[config.mk]
export PLATFORM = sky130hd
export DESIGN_NAME = rgb_frame_pwm_sink
export DESIGN_NICKNAME = d
export VERILOG_FILES = /design/src/rtl/rgb_matrix_pkg.sv /design/src/rtl/rgb_pwm_timebase.sv /design/src/rtl/rgb_frame_pwm_sink.sv
export SDC_FILE = /design/constraint.sdc
export NUM_CORES = 1
export LEC_CHECK = 0
export BUFFER_PORTS_ARGS = -buffer_cell sky130_fd_sc_hd__buf_2
export CORE_ASPECT_RATIO = 0.6
export CORE_MARGIN = 8
export CORE_UTILIZATION = 62
export DETAILED_ROUTE_END_ITERATION = 12
export PLACE_DENSITY_LB_ADDON = 0.15
export REMOVE_ABC_BUFFERS = 1
export SYNTH_ARGS = -nofsm -noshare
export SYNTH_HDL_FRONTEND = slang
export SYNTH_HIERARCHICAL = 1
export SYNTH_SLANG_ARGS = --single-unit
[constraint.sdc]
create_clock -name main_clk -period 3.4 [get_ports main_clk]
set_input_delay 0.17 -clock main_clk [delete_from_list [all_inputs] [get_ports main_clk]]
set_output_delay 0.17 -clock main_clk [all_outputs]
set_load 0.03 [all_outputs]
[src/rtl/rgb_matrix_pkg.sv]
// Shared constants, colour word layout and write-FSM states for the 25-LED RGB matrix.
package rgb_matrix_pkg;

  localparam int unsigned N_LEDS_DFLT     = 25;
  localparam int unsigned DEPTH_BITS_DFLT = 4;
  localparam int unsigned PRESCALE_DFLT   = 256;
  localparam int unsigned ADDR_W          = 5;

  // One pin's "off" level; pins are active-low.
  localparam logic LED_OFF = 1'b1;

  typedef struct packed {
    logic [DEPTH_BITS_DFLT-1:0] r;
    logic [DEPTH_BITS_DFLT-1:0] g;
    logic [DEPTH_BITS_DFLT-1:0] b;
  } rgb_t;

  typedef enum logic {
    ST_ACCEPT  = 1'b0,
    ST_PENDING = 1'b1
  } wr_state_e;

  function automatic logic [DEPTH_BITS_DFLT-1:0] rgb_red(input rgb_t c);
    return c.r;
  endfunction

  function automatic logic [DEPTH_BITS_DFLT-1:0] rgb_green(input rgb_t c);
    return c.g;
  endfunction

  function automatic logic [DEPTH_BITS_DFLT-1:0] rgb_blue(input rgb_t c);
    return c.b;
  endfunction

  function automatic rgb_t rgb_pack(input logic [DEPTH_BITS_DFLT-1:0] r,
                                    input logic [DEPTH_BITS_DFLT-1:0] g,
                                    input logic [DEPTH_BITS_DFLT-1:0] b);
    rgb_t c;
    c.r = r;
    c.g = g;
    c.b = b;
    return c;
  endfunction

endpackage

[src/rtl/rgb_pwm_timebase.sv]
// PWM timebase: prescaler feeding a 0..2^DEPTH_BITS-2 step counter, with step and period-end strobes.
module rgb_pwm_timebase #(
  parameter int unsigned DEPTH_BITS = 4,
  parameter int unsigned PRESCALE   = 256
) (
  input  logic                  i_clk,
  input  logic                  i_rst,
  output logic [DEPTH_BITS-1:0] o_pwm,
  output logic                  o_step_c,
  output logic                  o_period_end_c
);

  localparam int unsigned PRE_W = (PRESCALE > 1) ? $clog2(PRESCALE) : 1;
  localparam logic [PRE_W-1:0]      PRE_MAX = PRE_W'(PRESCALE - 1);
  localparam logic [DEPTH_BITS-1:0] PWM_MAX = DEPTH_BITS'((1 << DEPTH_BITS) - 2);

  logic [PRE_W-1:0]      r_pre;
  logic [DEPTH_BITS-1:0] r_pwm;

  assign o_step_c       = (r_pre == PRE_MAX);
  assign o_period_end_c = o_step_c && (r_pwm == PWM_MAX);
  assign o_pwm          = r_pwm;

  // Level 2^D-1 must stay lit all period, so pwm never reaches it.
  always_ff @(posedge i_clk) begin
    if (i_rst) begin
      r_pre <= '0;
      r_pwm <= '0;
    end else begin
      r_pre <= o_step_c ? '0 : r_pre + PRE_W'(1);
      if (o_step_c) begin
        r_pwm <= (r_pwm == PWM_MAX) ? '0 : r_pwm + DEPTH_BITS'(1);
      end
    end
  end

endmodule

[src/rtl/rgb_frame_pwm_sink.sv]
// Double-buffered frame sink for the RGB matrix; frames are swapped in only at PWM period boundaries.
module rgb_frame_pwm_sink
  import rgb_matrix_pkg::*;
#(
  parameter int unsigned N_LEDS     = N_LEDS_DFLT,
  parameter int unsigned DEPTH_BITS = DEPTH_BITS_DFLT,
  parameter int unsigned PRESCALE   = PRESCALE_DFLT
) (
  input  logic                    main_clk,
  input  logic                    reset,
  input  logic                    wr_valid,
  output logic                    wr_ready,
  input  logic [ADDR_W-1:0]       wr_addr,
  input  logic [3*DEPTH_BITS-1:0] wr_rgb,
  input  logic                    wr_last,
  output logic [N_LEDS-1:0]       R,
  output logic [N_LEDS-1:0]       G,
  output logic [N_LEDS-1:0]       B,
  output logic                    frame_shown,
  output logic                    err_addr
);

  localparam int unsigned WORD_W = 3 * DEPTH_BITS;
  localparam int unsigned R_LSB  = 2 * DEPTH_BITS;
  localparam int unsigned G_LSB  = DEPTH_BITS;
  localparam int unsigned B_LSB  = 0;

  wr_state_e             r_state;
  wr_state_e             w_state_nxt;
  logic                  w_accept;
  logic                  w_in_range;
  logic                  w_swap_c;
  logic                  r_wr_ready;
  logic                  r_err_addr;
  logic [WORD_W-1:0]     r_back  [N_LEDS];
  logic [WORD_W-1:0]     r_front [N_LEDS];
  logic [DEPTH_BITS-1:0] w_pwm;
  logic                  w_unused_step_c;
  logic                  w_period_end_c;
  logic [N_LEDS-1:0]     r_r;
  logic [N_LEDS-1:0]     r_g;
  logic [N_LEDS-1:0]     r_b;
  logic [N_LEDS-1:0]     w_r_nxt;
  logic [N_LEDS-1:0]     w_g_nxt;
  logic [N_LEDS-1:0]     w_b_nxt;

  rgb_pwm_timebase #(
    .DEPTH_BITS (DEPTH_BITS),
    .PRESCALE   (PRESCALE)
  ) u_timebase (
    .i_clk          (main_clk),
    .i_rst          (reset),
    .o_pwm          (w_pwm),
    .o_step_c       (w_unused_step_c),
    .o_period_end_c (w_period_end_c)
  );

  assign w_in_range = (32'(wr_addr) < N_LEDS);

  // Write FSM state register
  always_ff @(posedge main_clk) begin
    if (reset) begin
      r_state    <= ST_ACCEPT;
      r_wr_ready <= 1'b1;
    end else begin
      r_state    <= w_state_nxt;
      r_wr_ready <= (w_state_nxt == ST_ACCEPT);
    end
  end

  // Write FSM next state; a closed frame waits in PENDING for the next period end
  always_comb begin
    w_state_nxt = r_state;
    w_accept    = 1'b0;
    w_swap_c    = 1'b0;
    case (r_state)
      ST_ACCEPT: begin
        w_accept = wr_valid && r_wr_ready;
        if (w_accept && wr_last) begin
          w_state_nxt = ST_PENDING;
        end
      end
      ST_PENDING: begin
        if (w_period_end_c) begin
          w_swap_c    = 1'b1;
          w_state_nxt = ST_ACCEPT;
        end
      end
      default: w_state_nxt = ST_ACCEPT;
    endcase
  end

  // Back buffer fill, sticky address error, and parallel swap into the front buffer
  always_ff @(posedge main_clk) begin
    if (reset) begin
      r_back     <= '{default: '0};
      r_front    <= '{default: '0};
      r_err_addr <= 1'b0;
    end else begin
      if (w_accept && w_in_range) begin
        r_back[wr_addr] <= wr_rgb;
      end
      if (w_accept && !w_in_range) begin
        r_err_addr <= 1'b1;
      end
      if (w_swap_c) begin
        r_front <= r_back;
      end
    end
  end

  for (genvar gi = 0; gi < N_LEDS; gi++) begin : g_led
    assign w_r_nxt[gi] = ~(r_front[gi][R_LSB +: DEPTH_BITS] > w_pwm);
    assign w_g_nxt[gi] = ~(r_front[gi][G_LSB +: DEPTH_BITS] > w_pwm);
    assign w_b_nxt[gi] = ~(r_front[gi][B_LSB +: DEPTH_BITS] > w_pwm);
  end

  // Pin registers
  always_ff @(posedge main_clk) begin
    if (reset) begin
      r_r <= {N_LEDS{LED_OFF}};
      r_g <= {N_LEDS{LED_OFF}};
      r_b <= {N_LEDS{LED_OFF}};
    end else begin
      r_r <= w_r_nxt;
      r_g <= w_g_nxt;
      r_b <= w_b_nxt;
    end
  end

  assign R           = r_r;
  assign G           = r_g;
  assign B           = r_b;
  assign wr_ready    = r_wr_ready;
  assign err_addr    = r_err_addr;
  assign frame_shown = w_swap_c && !reset;

endmodule

* After elaboration in Yosys (flattened, before gate mapping) *
Index checks and enable logic that the tools add are counted.

cells by class
  reductions and logical operators = 10
  mux-type cells = 10
  $add $sub $neg = 2
  bitwise operators = 78
  order comparisons = 78
  equal/unequal tests = 2

operators by type and width
  operator               number
  $bwmux W300            1
  $gt A4 B4 Y1           75
  $not A1 Y1             77
  $demux W12 S5          1
  $mux W12               1
  $add A8 B1 Y8 const B  1
  $eq A8 B8 Y1 const B   1
  $logic_and A1 B1 Y1    7
  $ge A6 B6 Y1 const B   1
  $lt A6 B1 Y1 const B   1
  $not A5 Y6             1
  $lt A5 B5 Y1 const B   1
  $mux W1                5
  $add A4 B1 Y4 const B  1
  $eq A4 B4 Y1 const B   1
  $mux W4                1
  $logic_not A1 Y1       2
  $pmux W1 S2            1
  $reduce_or A2 Y1       1

word-level totals
  flip-flop bits (word level) = 690
  output and inout bits = 78

* Depth between registers and ports, before layout *
Gate-level depths: netlist of run 1.

  word-level depth = 6
  gate-level depth with buffers = 9
  mapped depth without buffers = 7

* Modules after synthesis *
Netlist of run 1, hierarchy kept.

by module, submodules not included
  module              seq. area each (um^2)  instances  cells an instance  area each (um^2)
  rgb_frame_pwm_sink  13573.0                1          2623               28932.7
  rgb_pwm_timebase    240.2                  1          60                 579.3

* Worst setup path after synthesis of run 1 *
OpenSTA, ideal clock, no wires.

  path type = register to register
  start = reg u_timebase.r_pwm[0] (netlist: u_timebase/o_pwm[0])
  end = reg r_front[0] in the netlist's numbering
  clock period less this slack = 2.955 ns
  cell stages (with the launch flop) = 6
  arrival = 2.896 ns
  library setup time = 0.059 ns
  path buffers = 2
  setup slack = 0.445 ns
  cell sequence = dfxtp_1 and4b_1 a21oi_1 clkbuf_1 buf_2 a22o_1

between the ends
  word-level cells in the longest chain between the ends = 4

RTL lines
  what                      line                       text
  start: declaration        rgb_pwm_timebase.sv:18     logic [DEPTH_BITS-1:0] r_pwm;
  start signal: assignment  rgb_pwm_timebase.sv:32     r_pwm <= (r_pwm == PWM_MAX) ? '0 : r_pwm + DEPTH_BITS'(1);
  $eq A4 B4 Y1              rgb_pwm_timebase.sv:21     assign o_period_end_c = o_step_c && (r_pwm == PWM_MAX);
  $logic_and A1 B1 Y1       rgb_pwm_timebase.sv:21
  named net w_period_end_c  rgb_frame_pwm_sink.sv:39   logic w_period_end_c;
  $mux W1                   rgb_frame_pwm_sink.sv:84   if (w_period_end_c) begin
  $mux W1                   rgb_frame_pwm_sink.sv:76   case (r_state)
  end signal: assignment    rgb_frame_pwm_sink.sv:107  r_front <= r_back;
  end: declaration          rgb_frame_pwm_sink.sv:36   logic [WORD_W-1:0] r_front [N_LEDS];

The timed path passes the listed nets, and every way through them passes these cells.
A chain may end at the register's enable or synchronous reset.

* Final worst setup path of run 1 *
  start = reg u_timebase.r_pre[0]
  end = out frame_shown

between the ends
  word-level cells in the longest chain between the ends = 5

RTL lines
  what                      line                       text
  start: declaration        rgb_pwm_timebase.sv:17     logic [PRE_W-1:0] r_pre;
  start signal: assignment  rgb_pwm_timebase.sv:30     r_pre <= o_step_c ? '0 : r_pre + PRE_W'(1);
  $eq A8 B8 Y1              rgb_pwm_timebase.sv:20     assign o_step_c = (r_pre == PRE_MAX);
  $logic_and A1 B1 Y1       rgb_pwm_timebase.sv:21
  named net w_period_end_c  rgb_frame_pwm_sink.sv:39
  $mux W1                   rgb_frame_pwm_sink.sv:84
  $mux W1                   rgb_frame_pwm_sink.sv:76
  $logic_and A1 B1 Y1       rgb_frame_pwm_sink.sv:136  assign frame_shown = w_swap_c && !reset;
  end: declaration          rgb_frame_pwm_sink.sv:19   output logic frame_shown,

The timed path passes the listed nets, and every way through them passes these cells.

==> flow_metrics.py, run 1 <==
metrics = {
    "logic_synthesis": {
        "yosys.area_share.simple_pct": 9.40,
        "synth_enable_flop_cells": 0,
        "synthDominantCellAreaShare_pct": 46.8,
        "synth_warnings": 6,
        "synthFlopType": "dfxtp_1",
        "netlist_top_cells_area": "dfxtp_1 (47%), ha_1 (13%), mux2i_1 (10%)",
        "synthesis.area_um2": 29500,
        "synth_most_common_cell": "dfxtp_1",
        "synth_compound_area_share_pct": 16.1,
        "ys_types": 46,
        "yosysTopAreaCell": "dfxtp_1",
        "ys_seq_area_share_pct": 46.8,
        "postSynth.asyncResetShare_pct": 0,
        "synthXorXnorAreaFrac_pct": 0.0890,
        "synth_top_family_by_area": "compound AO/OA/AOI/OAI gates",
        "synth_common_cells": "dfxtp_1 (690), nand2b_1 (312), ha_1 (301)",
        "synth_cells": 2683,
        "synthMuxAreaShare_pct": 10.2,
        "synth_seq_cells": 690,
        "synthAdderAreaFrac_pct": 12.8,
        "syn_avg_cell_area_um2": 11.0,
    },
    "sta": {
        "worst_pin_slew_ns": 0.916,
        "rsz0062_at_grt": "false",
        "fin_crit_sh_pct": 88.6,
        "finalClockSkew_ns": 0.0164,
        "setup_ws_ns": 0.389,
        "fin_crit_ns": 3.01,
        "setup_violations": 0,
        "max_freq_ghz": 0.332,
        "hold_violations": 0,
        "relSlewSlack_pct": 39.0,
        "holdWs_ns": 0.0587,
        "finalMaxSlewViolations": 0,
    },
    "run_status": {
        "status": "finished clean",
    },
    "clock_tree": {
        "cts_made_buffers": 59,
        "cts_max_path_buffers": 3,
        "worstSkewPairLatency_ns": 0.61,
        "path_clk_slew_ns": 0.07,
        "cts-resized-gates": 0,
        "clock-sinks": 690,
        "cts_tree": "done",
        "clock-root-buffer": "clkbuf_16",
        "htree_levels": 2,
    },
    "critical_path": {
        "r2r_cells": 8,
        "cp.arrival_ns": 2.84,
        "cp_cell_sequence": "ha_1, and4_2, and2_1, and4b_1, nand2_1, nor2_4, buf_12, buf_2",
        "crit_slowest_cell": "dfxtp_1",
        "r2r_end": "r_front[64]$_SDFFE_PP0N_",
        "r2r_start": "u_timebase/r_pre[0]$_SDFF_PP0_",
        "criticalPathCategory": "reg -> out",
        "startpoint_type": "register",
        "path_max_fanout": 39,
        "r2r_slack_ns": 0.77,
        "endpoint_kind": "output port",
        "critPathMaxStageDelay_ns": 0.40,
        "cp.required_ns": 3.23,
        "worstSetupEndpoint": "frame_shown",
        "worstSetupStartpoint": "u_timebase/r_pre[0]$_SDFF_PP0_",
    },
    "global_routing": {
        "grt_pass1_wl_mm": 114,
        "gr-usage-met2_pct": 43.2,
        "grtUsageMet3_pct": 3.37,
        "grt_overflow": 0,
        "antenna_found_initial": 1,
        "grt_usage_pct": 25.2,
        "globalRoute.busiestLayer": "met2",
        "grt_pass1_vias": 21169,
        "grt_util_met1_pct": 33.2,
        "grt_max_degree": 139,
    },
    "floorplanning": {
        "fp.coreArea_um2": 47400,
        "dieHeight_um": 185,
        "start_util_pct": 62.3,
        "die_w_um": 298,
        "die_area_um2": 55100,
        "io-pin-count": 99,
        "rows": 62,
    },
    "power_and_ir_drop": {
        "p_per_area_nw_per_um2": 471,
        "p_leak_nw": 14.9,
        "total_power_mw": 15.4,
        "ir_drop_mv": 0.430,
    },
    "placement": {
        "place_area_um2": 30600,
        "port_buffers": 98,
        "place_ws_ns": 0.836,
        "globalplace.congestion": 0.796,
        "hpwl_mm": 41.7,
    },
    "routing": {
        "via_per_inst": 6.09,
        "routed_wl_mm": 71.3,
        "drt-initial-drc-count": 1538,
        "first_pass_iters": 5,
        "detail-route-antenna-nets": 0,
        "drc_errors": 0,
        "wl_per_cell_um": 20.9,
        "num_vias": 20822,
    },
    "final_layout": {
        "drive_gt1_share_pct": 9.87,
        "nNetsFinal": 3052,
        "final_cell_area_um2": 32600,
        "syn2layout_area_growth_pct": 10.5,
        "final_core_util_pct": 68.8,
    },
    "flow_run": {
        "cap_violations": 0,
    },
    "min_path": {
        "hold_depth": 3,
        "hold_class": "in -> reg",
    },
}
stage by stage:
step                      cells  TNS (ns)
after global routing       3416         0
after CTS                  3415         0
after floorplan            2502  -3112.68
after global placement     3308         0
final                      3417         0
after detailed placement   3308         0
cell type report:
cell class | instances | area, um^2
Fill cell | 3506 | 14800
Multi-Input combinational cell | 1678 | 14300
Sequential cell | 690 | 13800
Clock buffer | 94 | 1860
Timing Repair Buffer | 167 | 1170
Tap cell | 640 | 801
Inverter | 134 | 503
Clock inverter | 12 | 105
Antenna cell | 2 | 5.00
power by group:
group	internal (mW)	switching, mW	total [mW]	leakage [nW]
Sequential	8.10	0.0161	8.12	5.56
Combinational	0.139	0.309	0.448	8.32
Clock	3.81	2.99	6.80	0.971
metal layers:
| layer | vias to the layer above | share of wire, % |
|---|---|---|
| li1 | 9889 | - |
| met1 | 10329 | 47 |
| met2 | 471 | 47 |
| met3 | 133 | 4.2 |
| met4 | 0 | 2.6 |
| met5 | - | 0 |
cells in the final DEF (no fill, tap or decap), drive strengths merged, types with 4 or more instances in the layout:
cell type,instances
clkinv,8
nor2b,24
inv,135
o21ai,58
clkbuf,94
ha,301
a22o,300
mux2i,300
o211ai,21
a21o,22
a41o,21
a41oi,55
nand3,63
nand2,5
nor3,4
a21oi,79
buf,166
o22ai,54
dfxtp,690
nand2b,312
nor2,6
nand4,20
nor3b,5
critical path: cells and delay by family, from the launching register on:
family	cells	cell delay, ns
AND/OR/NAND/NOR	5	1.03
buffers and inverters	2	0.50
flip-flops	1	0.40
adder cells (fa/ha/maj)	1	0.29
registers in the layout, indices dropped and copies added, names as in the netlist:
name and cells:
wr_ready 1, r_state 1, err_addr 1, r_front 300, B 25, G 25
u_timebase/r_pre 8, u_timebase/o_pwm 4, r_back 300, R 25
logic make-up after synthesis:
family / after synthesis
compound gates: 619
xor+xnor: 3
fa+ha+maj: 301
buf+inv: 315
flops: 690
mux: 300
simple gates: 455
worst min path at each step:
| stage | endpoint | slack, ns | startpoint |
|---|---|---|---|
| after global routing | wr_ready$_SDFF_PP1_ | 0.03 | wr_valid |
| after floorplan | u_timebase/r_pre[7]$_SDFF_PP0_ | 0.24 | reset |
| after global placement | err_addr$_SDFFE_PP0P_ | 0.44 | err_addr$_SDFFE_PP0P_ |
| after CTS | wr_ready$_SDFF_PP1_ | 0.007 | wr_valid |
| after detailed placement | err_addr$_SDFFE_PP0P_ | 0.44 | err_addr$_SDFFE_PP0P_ |
| final | wr_ready$_SDFF_PP1_ | 0.06 | wr_valid |
repair_timing:
| item | CTS | global route |
|---|---|---|
| hold endpoints to repair | 2 | 0 |
| hold buffers | 1 | 0 |
| setup buffers | 0 | 0 |
No activity file was read; power rests on OpenSTA's default activity.
==> run 2: changes to the inputs <==
--- a/config.mk
+++ b/config.mk
@@ -5,10 +5,11 @@
 export SDC_FILE = /design/constraint.sdc
 export NUM_CORES = 1
 export LEC_CHECK = 0
+export ABC_AREA = 1
 export BUFFER_PORTS_ARGS = -buffer_cell sky130_fd_sc_hd__buf_2
 export CORE_ASPECT_RATIO = 0.6
 export CORE_MARGIN = 8
-export CORE_UTILIZATION = 62
+export CORE_UTILIZATION = 42
 export DETAILED_ROUTE_END_ITERATION = 12
 export PLACE_DENSITY_LB_ADDON = 0.15
 export REMOVE_ABC_BUFFERS = 1
==> run 2 against run 1 <==
Against the previous run: register-to-register slack better by 0.18 ns; final cell count increased by 42%; synthesized cell count increased by 42%; critical path type unchanged; largest power group unchanged; highest routed layer is now met5.
==> flow_metrics.py, run 2 <==
metrics = {
    "sta": {
        "hold_violations": 0,
        "fin_crit_ns": 2.86,
        "rsz0062_at_grt": "false",
        "setup_ws_ns": 0.541,
        "relSlewSlack_pct": 25.9,
        "tns_ns": 0,
        "worst_pin_slew_ns": 1.11,
        "finalMaxSlewViolations": 0,
        "max_freq_ghz": 0.350,
        "setup_violations": 0,
        "fin_crit_sh_pct": 84.1,
        "finalClockSkew_ns": 0.0232,
    },
    "clock_tree": {
        "path_clk_slew_ns": 0.06,
        "worstSkewPairLatency_ns": 0.62,
        "clock-sinks": 690,
        "cts_max_path_buffers": 3,
        "cts-resized-gates": 0,
        "cts_made_buffers": 68,
        "clock-root-buffer": "clkbuf_16",
        "cts_hold_buf": 14,
        "post-cts-setup-buffer-count": 0,
        "htree_levels": 3,
        "cts_tree": "done",
    },
    "routing": {
        "detail-route-antenna-nets": 0,
        "drc_errors": 0,
        "drt-initial-drc-count": 1928,
        "wl_per_cell_um": 18.4,
        "via_per_inst": 5.14,
        "first_pass_iters": 7,
        "num_vias": 24910,
        "routed_wl_mm": 89.3,
    },
    "logic_synthesis": {
        "yosysTopAreaCell": "dfxtp_1",
        "postSynth.asyncResetShare_pct": 0,
        "synth_enable_flop_cells": 0,
        "syn_avg_cell_area_um2": 8.11,
        "synth_warnings": 6,
        "ys_seq_area_share_pct": 44.9,
        "synth_most_common_cell": "dfxtp_1",
        "synth_common_cells": "dfxtp_1 (690), nand2_1 (609), nor2_1 (498)",
        "synth_seq_cells": 690,
        "synthesis.area_um2": 30800,
        "ys_types": 25,
        "synth_cells": 3798,
        "synthFlopType": "dfxtp_1",
        "netlist_top_cells_area": "dfxtp_1 (45%), ha_1 (12%), nand2_1 (7.4%)",
        "synthDominantCellAreaShare_pct": 44.9,
    },
    "critical_path": {
        "critPathMaxStageDelay_ns": 0.36,
        "path_common_cell": "nor2_4",
        "startpoint_type": "register",
        "path_max_fanout": 64,
        "cp.arrival_ns": 2.69,
        "critPathTopFamily": "simple AND/OR/NAND/NOR gates",
        "criticalPathCategory": "reg -> out",
        "crit_slowest_cell": "dfxtp_1",
        "cp_cell_sequence": "ha_1, nand2_2, nor2_4, nand2_4, nor2_1, nand2_1, nor2_4, buf_12, buf_2",
        "endpoint_kind": "output port",
        "cp.required_ns": 3.23,
        "cp_num_buf_inv": 2,
    },
    "floorplanning": {
        "fp.coreArea_um2": 73100,
        "start_util_pct": 42.1,
        "rows": 77,
        "die_area_um2": 82500,
        "die_w_um": 366,
        "io-pin-count": 99,
        "dieHeight_um": 226,
    },
    "global_routing": {
        "grt_overflow": 0,
        "grt_pass1_vias": 23641,
        "grt_usage_pct": 21.4,
        "grt_pass1_wl_mm": 140,
        "grt_max_degree": 169,
        "antenna_found_initial": 4,
    },
    "power_and_ir_drop": {
        "ir_drop_mv": 0.323,
        "p_leak_nw": 14.5,
        "p_per_area_nw_per_um2": 483,
    },
    "final_layout": {
        "syn2layout_area_growth_pct": 12.0,
        "top_regs": "r_back x300, r_front x300",
        "nNetsFinal": 4130,
        "n_antenna_cell": 0,
        "drive_gt1_share_pct": 8.45,
        "final_cell_mix": "dfxtp_1 (689), nand2_1 (608), nor2_1 (498)",
        "final_common_cell": "dfxtp_1",
        "fill_cells": 7227,
    },
    "placement": {
        "port_buffers": 98,
        "globalplace.congestion": 0.775,
        "place_ws_ns": 0.943,
        "hpwl_mm": 52.2,
    },
    "min_path": {
        "hold_class": "in -> reg",
    },
    "flow_run": {
        "cap_violations": 0,
    },
    "run_status": {
        "status": "finished clean",
    },
}
[run 2: logic make-up (layout without fill, tap and decap cells)]
| kind of cell | count (synthesis) | after routing | share of synthesized area, % |
|---|---|---|---|
| xor gates and xnor gates | 1 | 1 | 0.0284 |
| buffers and inverters | 637 | 696 | 8.42 |
| adders and majority gates | 301 | 301 | 12.2 |
| DFF | 690 | 690 | 44.9 |
| AOI/OAI and AO/OA | 580 | 580 | 11.4 |
| and+or+nand+nor | 1589 | 1589 | 23.1 |
[run 2: final cells by class]
cell class              count  area, um^2  area share (%)
repair buffers            179        1260            3.65
clock inverters            11        83.8           0.243
clock buffers             108        2190            6.34
flip-flops and latches    690       13800            40.1
well taps                 987        1230            3.58
multi-input cells        2471       14400            41.7
inverters                 398        1520            4.39
[run 2: worst reg2reg max path, delay by kind of cell (launching register included)]
family / cells / cell delay (ns)
compound gates: 1 / 0.23
buf+inv: 2 / 0.89
fa+ha+maj: 1 / 0.24
flops: 1 / 0.32
simple gates: 6 / 0.72
[run 2: path summary, 6_finish.rpt]
check                                      start                   endpoint  slack (ns)  cells past startpoint
setup / recovery  u_timebase/r_pre[0]$_SDFF_PP0_                frame_shown        0.54                      9
hold / removal                             reset   r_back[192]$_SDFFE_PP0P_        0.03                      2
setup reg to reg  u_timebase/r_pre[0]$_SDFF_PP0_  r_front[263]$_SDFFE_PP0N_        0.95                     10
hold reg to reg         r_back[156]$_SDFFE_PP0P_  r_front[156]$_SDFFE_PP0N_        0.46                      2
[run 2: layer usage]
layer / wire length (um) / global-route usage [%] / up-vias
met5: 22 / 0 / -
met4: 1600 / 4.39 / 4
met3: 5100 / 3.63 / 105
met2: 36000 / 31.1 / 567
met1: 46600 / 32.8 / 11443
li1: - / - / 12791
[run 2: power breakdown]
part	switching, mW	internal, mW
combinational	0.625	0.151
sequential	0.0183	8.12
clock	3.27	4.48
total	3.91	12.7
[run 2: through the flow]
stage	cell area [um^2]	power [mW]	std cells	util (%)	hold slack, ns
2_1_floorplan	29700	8.74	3559	-	0.239
3_3_place_gp	32100	9.07	4711	43.9	0.439
3_5_place_dp	32100	9.07	4711	43.9	0.443
4_1_cts	34500	16.8	4844	47.2	0.0119
5_1_grt	34500	17.2	4844	47.2	0.0238
6_report	34500	16.7	4844	47.2	0.0299
